## src/rtl/fft16_pkg.sv

```systemverilog
// Shared constants, state encoding and address helper for the 16-point FFT
// sequencing controller.
package fft16_pkg;

  localparam int N_POINTS = 16;
  localparam int LOG2N    = 4;

  typedef enum logic [2:0] {
    ST_IDLE   = 3'd0,
    ST_LOAD   = 3'd1,
    ST_FWD    = 3'd2,
    ST_FREQ   = 3'd3,
    ST_INV    = 3'd4,
    ST_UNLOAD = 3'd5,
    ST_DONE   = 3'd6
  } fft16_state_t;

  function automatic logic [3:0] bitrev4(input logic [3:0] v);
    return {v[0], v[1], v[2], v[3]};
  endfunction

endpackage

```

## src/rtl/fft16_stage_timer.sv

```systemverilog
// Butterfly stage decode: turns the shared counter and window timer into
// the per-stage enable pulse, stage index and end-of-pass flag.
module fft16_stage_timer #(
  parameter int STAGE_CYCLES = 1,
  parameter int LOG2N        = fft16_pkg::LOG2N
) (
  input  logic       active,
  input  logic [3:0] cnt,
  input  logic [3:0] timer,
  output logic       stage_en,
  output logic [1:0] stage_idx,
  output logic       window_end,
  output logic       last_stage
);

  // Stage pulse fires only in the first cycle of each window.
  always_comb begin
    stage_en   = 1'b0;
    stage_idx  = 2'd0;
    window_end = 1'b0;
    last_stage = 1'b0;
    if (active) begin
      stage_en   = (timer == 4'd0);
      stage_idx  = cnt[1:0];
      window_end = (timer == 4'(STAGE_CYCLES - 1));
      last_stage = (timer == 4'(STAGE_CYCLES - 1)) && (cnt == 4'(LOG2N - 1));
    end else begin
      stage_en   = 1'b0;
      stage_idx  = 2'd0;
      window_end = 1'b0;
      last_stage = 1'b0;
    end
  end

endmodule

```

## src/rtl/fft16_ctrl.sv

```systemverilog
// Sequencing controller for the 16-point radix-2 FFT datapath: bit-reversed
// load, forward and inverse butterfly passes, and backpressured unload.
module fft16_ctrl #(
  parameter int N_POINTS     = fft16_pkg::N_POINTS,
  parameter int LOG2N        = fft16_pkg::LOG2N,
  parameter int STAGE_CYCLES = 1
) (
  input  logic       clk,
  input  logic       rst,
  input  logic       start,
  input  logic       abort,
  input  logic       in_valid,
  output logic       in_ready,
  output logic       load_en,
  output logic [3:0] load_addr,
  output logic       stage_en,
  output logic [1:0] stage_idx,
  output logic       inverse,
  output logic       freq_valid,
  output logic       out_valid,
  input  logic       out_ready,
  output logic [3:0] out_addr,
  output logic       busy,
  output logic       done
);

  import fft16_pkg::*;

  fft16_state_t state_r;
  fft16_state_t state_next_s;
  logic [3:0]   cnt_r;
  logic [3:0]   timer_r;
  logic         stage_active_s;
  logic         stage_en_s;
  logic [1:0]   stage_idx_s;
  logic         window_end_s;
  logic         last_stage_s;
  logic         cnt_last_s;

  assign stage_active_s = (state_r == ST_FWD) || (state_r == ST_INV);
  assign cnt_last_s     = (cnt_r == 4'(N_POINTS - 1));

  fft16_stage_timer #(
    .STAGE_CYCLES(STAGE_CYCLES),
    .LOG2N       (LOG2N)
  ) u_stage_timer (
    .active    (stage_active_s),
    .cnt       (cnt_r),
    .timer     (timer_r),
    .stage_en  (stage_en_s),
    .stage_idx (stage_idx_s),
    .window_end(window_end_s),
    .last_stage(last_stage_s)
  );

  // Next-state selection; abort overrides every transition.
  always_comb begin
    state_next_s = state_r;
    if (abort) begin
      state_next_s = ST_IDLE;
    end else begin
      case (state_r)
        ST_IDLE:   state_next_s = start ? ST_LOAD : ST_IDLE;
        ST_LOAD:   state_next_s = (in_valid && cnt_last_s) ? ST_FWD : ST_LOAD;
        ST_FWD:    state_next_s = last_stage_s ? ST_FREQ : ST_FWD;
        ST_FREQ:   state_next_s = ST_INV;
        ST_INV:    state_next_s = last_stage_s ? ST_UNLOAD : ST_INV;
        ST_UNLOAD: state_next_s = (out_ready && cnt_last_s) ? ST_DONE : ST_UNLOAD;
        ST_DONE:   state_next_s = ST_IDLE;
        default:   state_next_s = ST_IDLE;
      endcase
    end
  end

  // State register plus shared counter/timer, both cleared on any state change.
  always_ff @(posedge clk) begin
    if (rst) begin
      state_r <= ST_IDLE;
      cnt_r   <= 4'd0;
      timer_r <= 4'd0;
    end else if (state_next_s != state_r) begin
      state_r <= state_next_s;
      cnt_r   <= 4'd0;
      timer_r <= 4'd0;
    end else begin
      case (state_r)
        ST_LOAD: begin
          if (in_valid) cnt_r <= cnt_r + 4'd1;
        end
        ST_UNLOAD: begin
          if (out_ready) cnt_r <= cnt_r + 4'd1;
        end
        ST_FWD, ST_INV: begin
          if (window_end_s) begin
            cnt_r   <= cnt_r + 4'd1;
            timer_r <= 4'd0;
          end else begin
            timer_r <= timer_r + 4'd1;
          end
        end
        default: begin
          cnt_r   <= cnt_r;
          timer_r <= timer_r;
        end
      endcase
    end
  end

  // Output decode from registered state; load_en is the only input-qualified output.
  always_comb begin
    in_ready   = 1'b0;
    load_en    = 1'b0;
    load_addr  = 4'd0;
    stage_en   = stage_en_s;
    stage_idx  = stage_idx_s;
    inverse    = 1'b0;
    freq_valid = 1'b0;
    out_valid  = 1'b0;
    out_addr   = 4'd0;
    busy       = (state_r != ST_IDLE);
    done       = 1'b0;
    case (state_r)
      ST_LOAD: begin
        in_ready  = 1'b1;
        load_en   = in_valid;
        load_addr = bitrev4(cnt_r);
      end
      ST_FREQ:   freq_valid = 1'b1;
      ST_INV:    inverse = 1'b1;
      ST_UNLOAD: begin
        inverse   = 1'b1;
        out_valid = 1'b1;
        out_addr  = cnt_r;
      end
      ST_DONE: begin
        inverse = 1'b1;
        done    = 1'b1;
      end
      default: begin
        in_ready = 1'b0;
      end
    endcase
  end

endmodule
```

## config.mk

```make
export PLATFORM = sky130hd
export DESIGN_NAME = fft16_ctrl
export DESIGN_NICKNAME = d
export VERILOG_FILES = /design/src/rtl/fft16_pkg.sv /design/src/rtl/fft16_stage_timer.sv /design/src/rtl/fft16_ctrl.sv
export SDC_FILE = /design/constraint.sdc
export NUM_CORES = 1
export LEC_CHECK = 0
export BUFFER_PORTS_ARGS = -buffer_cell sky130_fd_sc_hd__buf_4
export CORE_MARGIN = 1.5
export CORE_UTILIZATION = 25
export CTS_BUF_LIST = sky130_fd_sc_hd__clkbuf_8
export CTS_CLUSTER_DIAMETER = 40
export DETAILED_ROUTE_END_ITERATION = 12
export HOLD_SLACK_MARGIN = 0.12
export PLACE_DENSITY = 0.49
export SKIP_LAST_GASP = 1
export SYNTH_ARGS = -nofsm -noshare
export SYNTH_HDL_FRONTEND = slang
export SYNTH_SLANG_ARGS = --single-unit
```

## constraint.sdc

```tcl
create_clock -name clk -period 1.8 [get_ports clk]
set_clock_uncertainty 0.05 [all_clocks]
set_input_delay 0.36 -clock clk [delete_from_list [all_inputs] [get_ports clk]]
set_output_delay 0.36 -clock clk [all_outputs]
set_load 0.05 [all_outputs]
```

# --- Word-level counts from Yosys, hierarchy flattened ---
# Cells that the tools add are included.
op_classes:
  mux: 23
  reduce_logical: 12
  eq_ne: 12
  addsub: 2
op_table:
  columns: ["cell", "n"]
  rows:
  - ["$mux W4", 6]
  - ["$pmux W3 S6", 1]
  - ["$pmux W4 S3", 1]
  - ["$mux W1", 11]
  - ["$eq A3 B3 Y1 const B", 3]
  - ["$add A4 B1 Y4 const B", 2]
  - ["$eq A3 B2 Y1 const B", 2]
  - ["$mux W2", 3]
  - ["$ne A2 B2 Y1 const B", 3]
  - ["$reduce_bool A3 Y1", 2]
  - ["$eq A4 B2 Y1 const B", 1]
  - ["$eq A4 B4 Y1 const B", 1]
  - ["$logic_not A4 Y1", 1]
  - ["$reduce_and A4 Y1", 1]
  - ["$reduce_or A2 Y1", 2]
  - ["$eq A3 B1 Y1 const B", 1]
  - ["$logic_and A1 B1 Y1", 3]
  - ["$logic_not A3 Y1", 1]
  - ["$mux W3", 1]
  - ["$ne A3 B3 Y1", 1]
  - ["$reduce_or A3 Y1", 1]
  - ["$logic_or A1 B1 Y1", 1]
totals:
  regBits: 11
  out_inout_bits: 18
  elab_cells: 52
  inputBits: 6

# --- Longest topological paths before layout ---
logic_depth:
  depth_word: 8
  mapped_depth: 7

# --- Modules after synthesis ---
# A second synthesis with hierarchy kept.
unflattened:
  cells_unflattened: 98
  area_unflattened_um2: 818.3
by_module_without_submodules:
  columns: ["mod", "cells_each", "area_each_um2", "instances", "seq_area_each_um2"]
  rows:
  - ["fft16_ctrl", 91, 762.0, 1, 220.2]
  - ["fft16_stage_timer", 7, 56.3, 1, 0.0]

# --- Worst setup path after synthesis ---
# No wires, ideal clock.
synth_path:
  kind: "reg-to-output"
  from: "reg state_r[0]"
  to: "out load_addr[0]"
  arrival_ps: 1936
  path_slack_ps: -546
  stages_incl_launch_ff: 5
  required_time_ps: 1390
  cell_sequence: "dfxtp_1 -> buf_2 -> nand2b_1 -> nor2_1 -> and2_1"
synth_between:
  elab_chain_len: 2
synth_lines:
  columns: ["item", "line_no", "source"]
  rows:
  - ["from (decl)", "fft16_ctrl.sv:29", "fft16_state_t state_r;"]
  - ["from (signal assigned)", "fft16_ctrl.sv:82", "state_r <= state_next_s;"]
  - ["$eq A3 B1 Y1", "fft16_ctrl.sv:122", "case (state_r)"]
  - ["$mux W4", "fft16_ctrl.sv:122", null]
  - ["to (decl)", "fft16_ctrl.sv:15", "output logic [3:0] load_addr,"]
# Every way passes these cells.

# --- Worst setup path in the final report ---
layout_path:
  from: "reg state_r[1]"
  to: "out load_addr[2]"
# The elaborated chain is that of the path after synthesis.

==> impl_summary.md <==
Critical path
The nature of the critical path endpoint is an output port. STA puts the critical path data required time at 1.39 ns. The worst setup path is launched from a flip-flop.

The critical path data arrival time is 1.39 ns. Of all nets on the critical path, the largest fanout is 10. The path type of the worst setup path is flip-flop to output port.

Status
The flow ran to the end, and the final reports show no timing, DRC or antenna violations.

Clock tree
TritonCTS built the clock tree. The clock sink count is 11. The tree is rooted in a sky130_fd_sc_hd__clkbuf_8. Clock tree synthesis inserted a total of 3 buffers. CTS built an H-tree with a depth of 1. After clock tree synthesis, the clock-pin slew on the worst setup and hold paths is 0.05 ns. The hold buffer count at CTS is 0. The clock insertion delay at the later pin of the skew report is about 0.24 ns. Counting along the longest clock path gives a buffer depth of 2.

STA
The hold violation total from the final report is 0. The share of the clock period used by the worst path is 0.999. The total count of max-transition violations in the final report is 0. Setup violations remaining at the end of the flow were counted as 0.

For the pin with the worst max-slew slack, the measured transition is about 0.30 ns. The time the final worst path needs with I/O delays and setup is 1.80 ns. The achievable clock frequency is ~0.56 GHz. Hold is met by 0.344 ns. Measured against its own limit, the worst slew margin works out to 0.800. Setup repair after global routing could not meet its margin everywhere. The sum of negative setup slack is 0 ns.

Layout
For this run, the share of the core covered by cells in the final layout is 0.449. The most common cell after layout, fill and taps aside is sky130_fd_sc_hd__buf_4. The multi-input combinational cells in the finished layout cover a total of 629 um2. Summing all flip-flop and latch instances after layout gives about 230 um2. In the final layout, the share of cells above drive strength 1 is 0.541. In the layout the commonest cells are sky130_fd_sc_hd__buf_4, sky130_fd_sc_hd__buf_8, sky130_fd_sc_hd__buf_6.

From synthesis to final layout, the design area changed by 73.3%. The antenna diode count is 0. Counting the fill cells in the layout gives approximately 320. After the last flow step, the layout net total stands at between 100 and 150.

GRT
The first global-routing pass estimated 3440 um of wire. For this run the aggregate overflow at the end of global routing stands at 0. The number of antenna violations at the first check in global routing was 0.

The via count of the first global-routing pass is approximately 750. Entering global routing, the biggest net connects 11 pins. In the global route stage, overall resource usage came out at 0.130.

Logic synthesis
The number of enable flip-flop cells after synthesis is 0. The mean area per synthesized cell is 8.46 um2. The share of synthesized registers carrying an async set or reset is 0. The synthesized design contains 11 register bits. After synthesis, the cell types taking the most area are sky130_fd_sc_hd__dfxtp_1, sky130_fd_sc_hd__and2_1, sky130_fd_sc_hd__xor2_1, sky130_fd_sc_hd__ha_1, sky130_fd_sc_hd__mux2i_1. The count of warnings emitted by yosys is 0.

The sequential element share of the synthesized area is 0.283. The cell taking the most area after synthesis is sky130_fd_sc_hd__dfxtp_1. The flip-flop cell with the highest count after synthesis is sky130_fd_sc_hd__dfxtp_1. The post-synthesis net count is 101. The post-synthesis cell count is just over 90. The synthesized netlist contains 32 unique library cells. The netlist area before placement is 778 um2. Of the post-synthesis cell area, the dominant cell type holds 0.283.

Floorplan
The overall die area is 3460 um2. 24 I/O pins were placed. For this configuration, the core starts out at a cell density of 0.259. From bottom edge to top edge, the die measures 58.8 um. The die is 58.8 um wide. The total area inside the core boundary comes to about 3000 um2.

The number of placement rows is 20.

Worst hold path
The worst hold path class is primary input to flip-flop.

Route
The routed layout has 781 vias. After the first detailed-routing iteration, the DRC count stood at 38. Wires add up to 2160 um. The number of routed nets with antenna violations is 0. Dividing the detail-routed via count by the number of cells gives 4.70. The detailed-routing iteration count for the pre-antenna-repair pass is 4. The detail-routed net length per standard cell is 13.0 um. The remaining design rule violation count is 0.

Placement
Summed over all nets, the half-perimeter wirelength after detailed placement is 1570 um. The routability congestion estimate is 0.770. The number of port buffers is 23.

Pwr
VDD sags by at most 0.381 mV. For this design the static power due to leakage is 0.609 nW. The total power draw is 0.588 mW. In this run the power density over the cells is 436 nW/um2.

Run
Max-cap violations in this run came to 0.
report_power, final:
| part | leakage [nW] | total [mW] | internal (mW) | switching [mW] |
|---|---|---|---|---|
| logic | 0.491 | 0.0970 | 0.0451 | 0.0519 |
| registers | 0.0918 | 0.246 | 0.244 | 0.00228 |
| clock network | 0.0269 | 0.245 | 0.150 | 0.0952 |
worst max-delay path, cell delays in order, from the launching register on:
cell and delay [ns]:
sky130_fd_sc_hd__dfxtp_2 0.34, sky130_fd_sc_hd__buf_4 0.18, sky130_fd_sc_hd__nand2b_4 0.16, sky130_fd_sc_hd__nor2_4 0.15
sky130_fd_sc_hd__and2_4 0.18, sky130_fd_sc_hd__buf_8 0.14
metal layers:
layer | vias to the layer above | part of all wire | track usage
li1 | 400 | - | -
met2 | 20 | 0.48 | 0.211
met4 | 0 | 0.014 | 0.0487
met1 | 356 | 0.46 | 0.173
met3 | 5 | 0.048 | 0.0220
met5 | - | 0 | 0
stage by stage:
stage | std cells | area [um2] | worst slack [ns]
after floorplan | 92 | 795 | 0.0280
after global placement | 159 | 1100 | -0.0560
after detailed placement | 159 | 1100 | -0.0606
after CTS | 165 | 1270 | -0.00694
after global routing | 166 | 1350 | -0.0608
final | 166 | 1350 | 0.00222
cell type report:
| type | count | area share |
|---|---|---|
| Tap cell | 33 | 0.0306 |
| Clock buffer | 3 | 0.0306 |
| Multi-Input combinational cell | 74 | 0.467 |
| Timing Repair Buffer | 42 | 0.292 |
| Sequential cell | 11 | 0.172 |
| Inverter | 2 | 0.00557 |
| Clock inverter | 1 | 0.00278 |
kinds of logic (layout without fill, tap and decap cells):
group / after synthesis / in the layout / synth area share
flip-flops: 11 / 11 / 0.283
XOR/XNOR: 8 / 8 / 0.114
AO/OA/AOI/OAI: 10 / 10 / 0.111
buffers and inverters: 7 / 48 / 0.0482
AND/OR/NAND/NOR: 50 / 50 / 0.357
adder cells (fa/ha/maj): 3 / 3 / 0.0482
multiplexers: 3 / 3 / 0.0386
cells in the mapped netlist, drive strengths merged (2+ instances only):
cell type / count
a211o: 2
a21o: 2
a31oi: 2
and2: 10
and3: 4
buf: 4
dfxtp: 11
ha: 3
inv: 2
mux2i: 3
nand2: 6
nand2b: 3
nand4: 3
nor2: 7
nor2b: 4
nor3: 6
nor4: 2
xnor2: 2
xor2: 6
registers in the layout, indices dropped and copies added, names as in the netlist:
name	count
state_r	3
timer_r	4
cnt_r	4
final timing paths:
check	from	endpoint	slack, ns	cells after the start
worst min register to register	cnt_r[2]$_SDFFE_PP0P_	cnt_r[2]$_SDFFE_PP0P_	0.57	2
worst max-delay path	state_r[1]$_SDFFE_PP0P_	load_addr[2]	0.002	5
worst max register to register	state_r[2]$_SDFFE_PP0P_	timer_r[0]$_SDFFE_PP0N_	0.06	5
worst min-delay path	rst	state_r[2]$_SDFFE_PP0P_	0.34	3
what timing repair did:
item	4_1_cts	5_1_grt
endpoints found under the setup margin	21	21
cloned	0	0
pin swaps	2	5
buffers inserted	3	1
resized for setup	27	23
(Power assumes the default switching activity.)
